### src/rtl/gcd_pkg.sv
// gcd_pkg: shared state encoding and default operand width for the GCD engine
package gcd_pkg;
    localparam int DEFAULT_WIDTH = 8;
    typedef enum logic [2:0] {IDLE, GET_X, GET_Y, CALC, DONE} state_t;
endpackage

### src/rtl/gcd_step.sv
// gcd_step: one combinational binary-GCD iteration with its termination result
module gcd_step
    import gcd_pkg::*;
#(
    parameter int WIDTH = DEFAULT_WIDTH,
    parameter int KW = $clog2(WIDTH) + 1
) (
    input  logic [WIDTH-1:0] a,
    input  logic [WIDTH-1:0] b,
    input  logic [KW-1:0]    k,
    output logic [WIDTH-1:0] a_next,
    output logic [WIDTH-1:0] b_next,
    output logic [KW-1:0]    k_next,
    output logic             finish,
    output logic [WIDTH-1:0] result
);
    always_comb begin
        finish = a == '0 || b == '0;
        result = (a == '0 ? b : a) << k;
        a_next = a;
        b_next = b;
        k_next = k;
        if (!finish) begin
            // shared factors of two are stripped together and restored via k
            if (!a[0] && !b[0]) begin
                a_next = a >> 1;
                b_next = b >> 1;
                k_next = k + 1'b1;
            end
            else if (!a[0]) a_next = a >> 1;
            else if (!b[0]) b_next = b >> 1;
            else if (a >= b) a_next = a - b;
            else b_next = b - a;
        end
    end
endmodule

### src/rtl/gcd_engine.sv
// gcd_engine: loads two operands serially and computes their GCD one binary step per cycle
module gcd_engine
    import gcd_pkg::*;
#(
    parameter int WIDTH = DEFAULT_WIDTH
) (
    input  logic             clock,
    input  logic             reset_n,
    input  logic             load,
    input  logic [WIDTH-1:0] data,
    output logic [WIDTH-1:0] gcd_result,
    output logic             done,
    output logic             busy
);
    localparam int KW = $clog2(WIDTH) + 1;
    state_t state_q, state_d;
    logic [WIDTH-1:0] a, b, a_next, b_next, result;
    logic [KW-1:0] k, k_next;
    logic finish;

    gcd_step #(.WIDTH(WIDTH), .KW(KW)) u_step (
        .a(a),
        .b(b),
        .k(k),
        .a_next(a_next),
        .b_next(b_next),
        .k_next(k_next),
        .finish(finish),
        .result(result)
    );

    assign done = state_q == DONE;
    assign busy = state_q inside {GET_X, GET_Y, CALC};

    always_ff @(posedge clock or negedge reset_n) begin
        if (!reset_n) state_q <= IDLE;
        else state_q <= state_d;
    end

    always_comb begin
        state_d = state_q;
        case (state_q)
            IDLE, DONE: state_d = load ? GET_X : state_q;
            GET_X:      state_d = GET_Y;
            GET_Y:      state_d = CALC;
            CALC:       state_d = load ? GET_X : finish ? DONE : CALC;
            default:    state_d = IDLE;
        endcase
    end

    // a load during CALC abandons the step and leaves gcd_result untouched
    always_ff @(posedge clock or negedge reset_n) begin
        if (!reset_n) begin
            a <= '0;
            b <= '0;
            k <= '0;
            gcd_result <= '0;
        end
        else begin
            if (state_q == GET_X) a <= data;
            if (state_q == GET_Y) begin
                b <= data;
                k <= '0;
            end
            if (state_q == CALC && !load) begin
                a <= a_next;
                b <= b_next;
                k <= k_next;
                if (finish) gcd_result <= result;
            end
        end
    end
endmodule

### config.mk
export PLATFORM = sky130hd
export DESIGN_NAME = gcd_engine
export DESIGN_NICKNAME = d
export VERILOG_FILES = /design/src/rtl/gcd_pkg.sv /design/src/rtl/gcd_step.sv /design/src/rtl/gcd_engine.sv
export SDC_FILE = /design/constraint.sdc
export NUM_CORES = 1
export LEC_CHECK = 0
export BUFFER_PORTS_ARGS = -buffer_cell sky130_fd_sc_hd__buf_4
export CORE_MARGIN = 2
export CORE_UTILIZATION = 40
export DETAILED_ROUTE_END_ITERATION = 12
export GPL_ROUTABILITY_DRIVEN = 0
export GPL_TIMING_DRIVEN = 1
export SYNTH_ARGS = -nofsm -noshare
export SYNTH_HDL_FRONTEND = slang
export SYNTH_SLANG_ARGS = --single-unit
export TNS_END_PERCENT = 1
### constraint.sdc
create_clock -name clock -period 2.6 [get_ports clock]
set_clock_uncertainty 0.15 [all_clocks]
set_input_delay 0.13 -clock clock [delete_from_list [all_inputs] [get_ports clock]]
set_output_delay 0.13 -clock clock [all_outputs]
set_load 0.05 [all_outputs]
==> flow_summary.ini, run 1 <==
[worst_setup_path]
critical_path_class = flop to flop
crit_arrival_ns = 2.58
cp_max_fo = 6
worstPathRequired_ns = 2.66
path_cells = inv_2, ha_2, inv_1, fa_2, nand3_4, a31oi_4, buf_4, nor4_4, nand2_1, mux2_2, a31oi_1
rr_worst_depth = 11
cp-end-kind = flop
cpMaxStageDelayCell = dfrtp_1
max_stage_delay_ns = 0.39
critPathLaunchType = flop

[synth]
synth.most_common_cell = dfrtp_1
synth_top_cells_by_area = dfrtp_1 29%, ha_1 8.0%, a21oi_1 4.3%, nand2_1 3.5%, nor2_1 3.4%
syn-num-nets = 336
syn_inst = 306
ys_seq_elements = 31
syn_area_um2 = 2651
ys_seq_area_frac = 0.2926
synth_cell_types = 62
synth.avg_cell_area_um2 = 8.664
ys_async_sr_fraction = 1.000
post-synth-top-area-cell = dfrtp_1
ys_warn_count = 0
synth_edf_count = 0
yosysTopAreaCellShare = 0.2926
synthTopCellsByCount = 31 x dfrtp_1, 25 x nand2_1, 24 x nor2_1
ys.flop_type = dfrtp_1

[placed_design]
io_buffers = 20
place_worst_setup_slack_ns = -0.05079
place_area_um2 = 3177
hpwl_um = 5654
dp_cells = 435

[grt]
grt_pass1_vias = 2484
gr-usage-met1 = 0.2945
grt_max_degree = 32
antenna_found_initial = 0
overflow = 0
grt_pass1_wl_um = 12540
top_usage_layer = met2
gr-usage-met3 = 0.03988
use_met2 = 0.3537
grt.total_usage = 0.2196

[clock_network]
htreeDepth = 2
cts.path.max_buffers = 2
clk_pin_slew_worst_paths_ns = 0.08
tritoncts = yes
cts-root-buf = clkbuf_8
clk_latency_ns = 0.30
post_cts_buffers = 0
cts_made_buffers = 5
clock-sinks = 31

[drt]
wl_per_cell_um = 16.74
vias = 2555
first_pass_iters = 4
ant_nets = 0
drc = 0
viasPerCell = 5.703
drtIter0Drc = 174
routed_wl_um = 7498

[power_and_ir_drop]
p_per_area_nw_per_um2 = 1508
switching_share = 0.4917
ir_worst_vdd_uv = 647.9
seqPwrFrac = 0.173
combPwrFrac = 0.747
intPower_mw = 2.585
p_switching_mw = 2.500
clkPwrFrac = 0.080
p_leak_nw = 1.514

[cells_and_area]
fin_cells = 448
area_delta_synth_final_pct = 27.14
fillers = 613
fin_area_um2 = 3371
nets = 401
drive_gt1_frac = 0.2668
diodes = 0

[sta]
slew_headroom = 0.5944
rsz0062_at_grt = yes
setup_viol = 0
period_needed_ns = 2.519
drv_slew = 0
worst_slew_pin_slew_ns = 0.6065
fmax_mhz = 397.0
report.final.hold_viol_count = 0
fin_crit_sh = 0.9688
fin_ws_ns = 0.08105
whs_ns = 0.003395

[die]
die_w_um = 85.42
die-area_um2 = 7296
io_pins = 21
start_util = 0.4152
die_y_um = 85.42
row_count = 29
coreArea_um2 = 6386

[worst_hold_path]
min_path_type = input port to flop
hold_depth = 3

[job]
cap_violations = 0

[outcome]
status = finished, final reports clean
cell usage in the layout (no fill, tap or decap), types with 5 or more instances in the layout:
cell type / instances
a21oi_1: 22
a211oi_1: 5
mux2i_1: 8
xnor2_1: 6
nor2b_1: 6
a31oi_1: 6
xor2_1: 5
dfrtp_1: 31
clkbuf_8: 6
ha_1: 14
nor2_1: 24
nor3_1: 8
dlygate4sd3_1: 6
nand2b_1: 5
o21ai_0: 13
buf_4: 67
a41oi_1: 5
nand2_1: 25
inv_1: 20
timing repair:
action | CTS | global route
endpoints found under the setup margin | 8 | 14
resized for setup | 3 | 9
pin swaps | 2 | 3
endpoints found under the hold margin | 36 | 0
hold buffers | 6 | 0
critical path, delay by kind of cell, from the launching register on:
family          cells  cell delay, ns
buf+inv             3            0.30
fa+ha+maj           2            0.55
simple gates        3            0.50
mux                 1            0.27
flops               1            0.39
compound gates      2            0.25
final cells by class:
type | instances | area (um2) | area share
Multi-Input combinational cell | 238 | 1758 | 0.5215
Clock buffer | 6 | 82.58 | 0.02450
Sequential cell | 31 | 775.7 | 0.2301
Clock inverter | 1 | 5.005 | 0.001485
Timing Repair Buffer | 74 | 574.3 | 0.1704
Tap cell | 77 | 96.34 | 0.02858
Inverter | 21 | 78.83 | 0.02339
final timing paths:
| path | start | slack, ns | endpoint |
|---|---|---|---|
| setup / recovery | a[0] | 0.08 | b[7] |
| hold / removal | data[3] | 0.003 | b[3] |
| setup reg to reg | a[0] | 0.08 | b[7] |
| hold reg to reg | gcd_result[4] | 0.32 | gcd_result[4] |
| max in group asynchronous | reset_n | 1.85 | gcd_result[1] |
| min in group asynchronous | reset_n | 0.15 | b[1] |
logic make-up after synthesis:
| logic type | after synthesis | synth area share |
|---|---|---|
| AO/OA/AOI/OAI | 97 | 0.2638 |
| XOR/XNOR | 11 | 0.03634 |
| adder cells (fa/ha/maj) | 19 | 0.09533 |
| buffers and inverters | 37 | 0.06040 |
| flip-flops | 31 | 0.2926 |
| multiplexers | 10 | 0.03870 |
| AND/OR/NAND/NOR | 101 | 0.2128 |
metal layers:
layer  vias up  wire length (um)
li1       1253                 -
met1      1209              3428
met2        79              3440
met3        14               471
met4         0               157
met5         -                 0
registers in the layout, summed over array words and instances, names as in the netlist:
name and flops:
state_q 3, a 8, gcd_result 8, b 8, k 4
power groups by stage:
stage | logic [mW] | clock network (mW) | registers, mW
5_1_grt | 4.18 | 0.433 | 0.914
6_report | 3.80 | 0.406 | 0.880
3_3_place_gp | 3.62 | 0 | 0.873
3_5_place_dp | 3.62 | 0 | 0.886
4_1_cts | 3.68 | 0.410 | 0.877
2_1_floorplan | 2.29 | 0 | 0.986
through the flow:
step / utilization / TNS, ns / power [mW]
final: 0.5278 / 0 / 5.085
after global routing: 0.5278 / -0.04969 / 5.524
after CTS: 0.5221 / 0 / 4.966
after detailed placement: 0.4975 / -0.1618 / 4.506
after global placement: 0.4975 / -0.03630 / 4.492
after floorplan: - / 0 / 3.272
No activity file was read; power rests on OpenSTA's default activity.
==> run 2: changes to the inputs <==
==> constraint.sdc (replaced) <==
create_clock -name clock -period 3.14 [get_ports clock]
set_clock_uncertainty 0.15 [all_clocks]
set_input_delay 0.157 -clock clock [delete_from_list [all_inputs] [get_ports clock]]
set_output_delay 0.157 -clock clock [all_outputs]
set_load 0.05 [all_outputs]
==> run 2 against run 1 <==
Effect of this change: utilization shrank 4.3 points; global-route usage shrank 2.0 points; critical endpoint is now b[6]; die area is the same; clock power grew 4.9%; fmax shrank 9.8%; largest power group unchanged; count of clock-buffer cells in the layout is the same; via count shrank 6.6%.
==> flow_summary.ini, run 2 (same netlist as run 1, synthesis figures left out) <==
[outcome]
status = finished, final reports clean

[clock_network]
cts-root-buf = clkbuf_8
clk_pin_slew_worst_paths_ns = 0.07
clk_latency_ns = 0.29
tritoncts = yes
cts.path.max_buffers = 2
cts_made_buffers = 5
post_cts_buffers = 0
clock-sinks = 31
htreeDepth = 2

[sta]
setup_viol = 0
report.final.hold_viol_count = 0
slew_headroom = 0.6090
fin_ws_ns = 0.3459
drv_slew = 0
whs_ns = 0.003832
rsz0062_at_grt = no
fmax_mhz = 357.9
period_needed_ns = 2.794
fin_crit_sh = 0.8898
setup-tns-final_ns = 0
worst_slew_pin_slew_ns = 0.5866

[drt]
viasPerCell = 5.749
ant_nets = 0
drtIter0Drc = 110
first_pass_iters = 4
drc = 0
wl_per_cell_um = 16.66
vias = 2386
routed_wl_um = 6913

[worst_setup_path]
crit_arrival_ns = 2.85
cp_max_fo = 10
r2r_setup_slack_ns = 0.35
rr_endpoint = b[6]
critical_path_class = flop to flop
cp-end-kind = flop
startpoint = a[5]
r2r_start = a[5]
rr_worst_depth = 10
critPathLaunchType = flop
worstPathRequired_ns = 3.20

[grt]
grt.total_usage = 0.1996
grt_pass1_vias = 2310
antenna_found_initial = 0
overflow = 0
grt_pass1_wl_um = 11620
grt_max_degree = 32

[die]
row_count = 29
die_y_um = 85.42
die_w_um = 85.42
coreArea_um2 = 6386
die-area_um2 = 7296
start_util = 0.4152
io_pins = 21

[placed_design]
hpwl_um = 5177
place_worst_setup_slack_ns = 0.2134
dp_cells = 404
io_buffers = 20

[job]
cap_violations = 0

[cells_and_area]
multi_input_area_um2 = 1723
nets = 367
final_common_cell = buf_4
layout_common_cells = 37 x buf_4, 31 x dfrtp_1, 25 x nand2_1, 24 x nor2_1, 23 x a21oi_1
area_delta_synth_final_pct = 16.89
diodes = 0
fin_cells = 415
reg.largest.list = a (8), b (8), gcd_result (8)
fillers = 632
regArea_um2 = 775.7
drive_gt1_frac = 0.1775

[power_and_ir_drop]
ir_worst_vdd_uv = 552.7
p_per_area_nw_per_um2 = 1229
p_leak_nw = 1.369

[worst_hold_path]
hold_depth = 3
min_from = data[1]
min_to = a[1]
min_path_type = input port to flop
## run 2: cell types whose count changed in the layout (fill, tap and decap cells not counted), sizes merged
cell	before	now
bufinv	0	1
dlygate4sd3	6	3
buf	68	37
## run 2: metal layers
metal	global-route usage	vias up	routed length, um
met5	0	-	0
met2	0.3317	56	3192
met1	0.2744	1130	3247
met4	0.04618	0	74
met3	0.02918	7	398
li1	-	1193	-
## run 2: area by class of cell
cell class              count  area share
inverters                  21     0.02543
clock inverters             2     0.01130
flip-flops and latches     31      0.2503
clock buffers               6     0.02665
multi-input cells         238      0.5559
well taps                  77     0.03109
repair buffers             40     0.09931
## run 2: timing repair
item,in CTS,in global routing
setup endpoints to repair,0,3
hold endpoints to repair,33,0
resized for setup,0,1
hold buffers,3,0
## run 2: report_power, final
part / internal (mW) / switching (mW)
sequential: 0.554 / 0.228
clock: 0.257 / 0.169
combinational: 1.09 / 1.52
total: 1.90 / 1.91
## run 2: stage by stage
stage | power, mW | utilization | cell area (um2)
after global routing | 4.154 | 0.4853 | 3099
after floorplan | 2.709 | - | 2651
final | 3.810 | 0.4853 | 3099
after global placement | 3.341 | 0.4610 | 2944
after CTS | 3.782 | 0.4841 | 3092
after detailed placement | 3.328 | 0.4610 | 2944
## run 2: worst max-delay path, stage by stage (launching register included)
cell	delay [ns]
dfrtp_1	0.45
inv_1	0.13
ha_1	0.42
a21oi_1	0.27
o21ai_2	0.13
buf_4	0.18
a211o_1	0.31
a2bb2oi_2	0.25
buf_4	0.22
nor2_1	0.05
a41oi_1	0.16
## run 2: worst max path at each step
stage          endpoint  cells after the start
6_report           b[6]                     10
5_1_grt            b[6]                     10
4_1_cts            a[6]                      8
3_5_place_dp       a[3]                      8
3_3_place_gp       a[3]                      8
2_1_floorplan      a[0]                     10
==> run 3: changes to the inputs <==
--- a/config.mk
+++ b/config.mk
@@ -11,6 +11,7 @@
 export DETAILED_ROUTE_END_ITERATION = 12
 export GPL_ROUTABILITY_DRIVEN = 0
 export GPL_TIMING_DRIVEN = 1
+export SETUP_SLACK_MARGIN = 0.4
 export SYNTH_ARGS = -nofsm -noshare
 export SYNTH_HDL_FRONTEND = slang
 export SYNTH_SLANG_ARGS = --single-unit
==> run 3 against run 2 <==
Effect of this change: non-clock buffer count grew 5; worst setup slack improved by 0.11 ns; flip-flop and latch count stayed put; critical path depth did not move; fmax is 4.1% higher; clock power about the same; highest routed layer unchanged.
==> flow_summary.ini, run 3 (same netlist as run 1, synthesis figures left out) <==
[outcome]
status = finished, final reports clean

[cells_and_area]
drive_gt1_frac = 0.2070
area_delta_synth_final_pct = 19.92
diodes = 0
fillers = 626
final_common_cell = buf_4
layout_common_cells = 42 x buf_4, 30 x dfrtp_1, 25 x nand2_1, 24 x nor2_1, 22 x a21oi_1
regArea_um2 = 777.0
nets = 372
final_util = 0.4978
multi_input_area_um2 = 1764
reg.largest.list = a (8), b (8), gcd_result (8)

[power_and_ir_drop]
p_per_area_nw_per_um2 = 1241
seqPwrFrac = 0.200
intPower_mw = 1.983
p_leak_nw = 1.399
clkPwrFrac = 0.107
p_switching_mw = 1.962
ir_worst_vdd_uv = 547.6
p_total_mw = 3.945
combPwrFrac = 0.692
switching_share = 0.4972

[sta]
fin_crit_sh = 0.8545
rsz0062_at_grt = yes
setup-tns-final_ns = 0
slew_headroom = 0.6089
drv_slew = 0
whs_ns = 0.002794
period_needed_ns = 2.683
setup_viol = 0
worst_slew_pin_slew_ns = 0.5867
fin_ws_ns = 0.4569
fmax_mhz = 372.7
report.final.hold_viol_count = 0

[placed_design]
io_buffers = 20
hpwl_um = 5177
place_worst_setup_slack_ns = 0.2134

[worst_setup_path]
critical_path_class = flop to flop
cp-end-kind = flop
rr_worst_depth = 10
critPathLaunchType = flop
path_cells = buf_4, ha_1, inv_1, fa_1, nand3_2, a31oi_4, o21ai_1, o31a_1, o21a_1, a221o_1
crit_arrival_ns = 2.71
cp_max_fo = 6
worstPathRequired_ns = 3.16
max_stage_delay_ns = 0.43
cpMaxStageDelayCell = dfrtp_1

[worst_hold_path]
hold_depth = 3
min_path_type = input port to flop

[clock_network]
tritoncts = yes
cts-root-buf = clkbuf_8
clk_latency_ns = 0.29
cts.path.max_buffers = 2
htreeDepth = 2
clk_pin_slew_worst_paths_ns = 0.07
clock-sinks = 31
cts_made_buffers = 5

[grt]
grt.total_usage = 0.2013
grt_pass1_wl_um = 11730
grt_pass1_vias = 2341
grt_max_degree = 32
overflow = 0
antenna_found_initial = 0

[drt]
routed_wl_um = 7044
vias = 2456
drc = 0
ant_nets = 0
drtIter0Drc = 133
wl_per_cell_um = 16.77
first_pass_iters = 5
viasPerCell = 5.848

[die]
start_util = 0.4152
io_pins = 21
coreArea_um2 = 6386
die_w_um = 85.42
row_count = 29
die_y_um = 85.42
die-area_um2 = 7296

[job]
cap_violations = 0
-- run 3: final timing paths --
check	slack (ns)	to	startpoint
worst min register to register	0.33	gcd_result[4]	gcd_result[4]
worst max-delay path	0.46	a[0]	b[0]
max in group asynchronous	2.32	a[5]	reset_n
worst min-delay path	0.003	a[1]	data[1]
worst max register to register	0.46	a[0]	b[0]
min in group asynchronous	0.20	b[0]	reset_n
-- run 3: layout make-up --
cell class | instances | share of cell area
flip-flops and latches | 31 | 0.2444
inverters | 21 | 0.02479
multi-input cells | 238 | 0.5549
clock buffers | 6 | 0.02597
well taps | 77 | 0.03030
repair buffers | 45 | 0.1086
clock inverters | 2 | 0.01102
-- run 3: stage by stage --
stage | std cells | instance area, um2
4_1_cts | 417 | 3107
5_1_grt | 420 | 3179
2_1_floorplan | 306 | 2651
3_5_place_dp | 404 | 2944
3_3_place_gp | 404 | 2944
6_report | 420 | 3179
-- run 3: what timing repair did --
item	CTS	global route
resized for setup	0	9
hold buffers	3	0
endpoints found under the hold margin	33	0
setup endpoints to repair	11	12
pin swaps	1	2
cloned	0	0
buffers inserted	2	3
-- run 3: power by group through the flow --
stage          clock, mW  combinational [mW]  sequential [mW]
2_1_floorplan          0                1.89            0.816
3_3_place_gp           0                2.55            0.787
3_5_place_dp           0                2.54            0.788
4_1_cts            0.433                2.59            0.782
5_1_grt            0.448                3.04            0.817
6_report           0.424                2.73            0.789
-- run 3: critical path, delay by kind of cell, from the launching register on --
family | cells | cell delay (ns)
and+or+nand+nor | 1 | 0.13
AOI/OAI and AO/OA | 5 | 1.19
DFF | 1 | 0.43
adders and majority gates | 2 | 0.41
buffers and inverters | 2 | 0.24
-- run 3: metal layers --
layer | vias up | share of wire | routed length [um] | global-route usage
li1 | 1199 | - | - | -
met1 | 1153 | 0.45 | 3197 | 0.2768
met2 | 87 | 0.46 | 3225 | 0.3317
met3 | 17 | 0.068 | 479 | 0.02918
met4 | 0 | 0.020 | 142 | 0.05195
met5 | - | 0 | 0 | 0
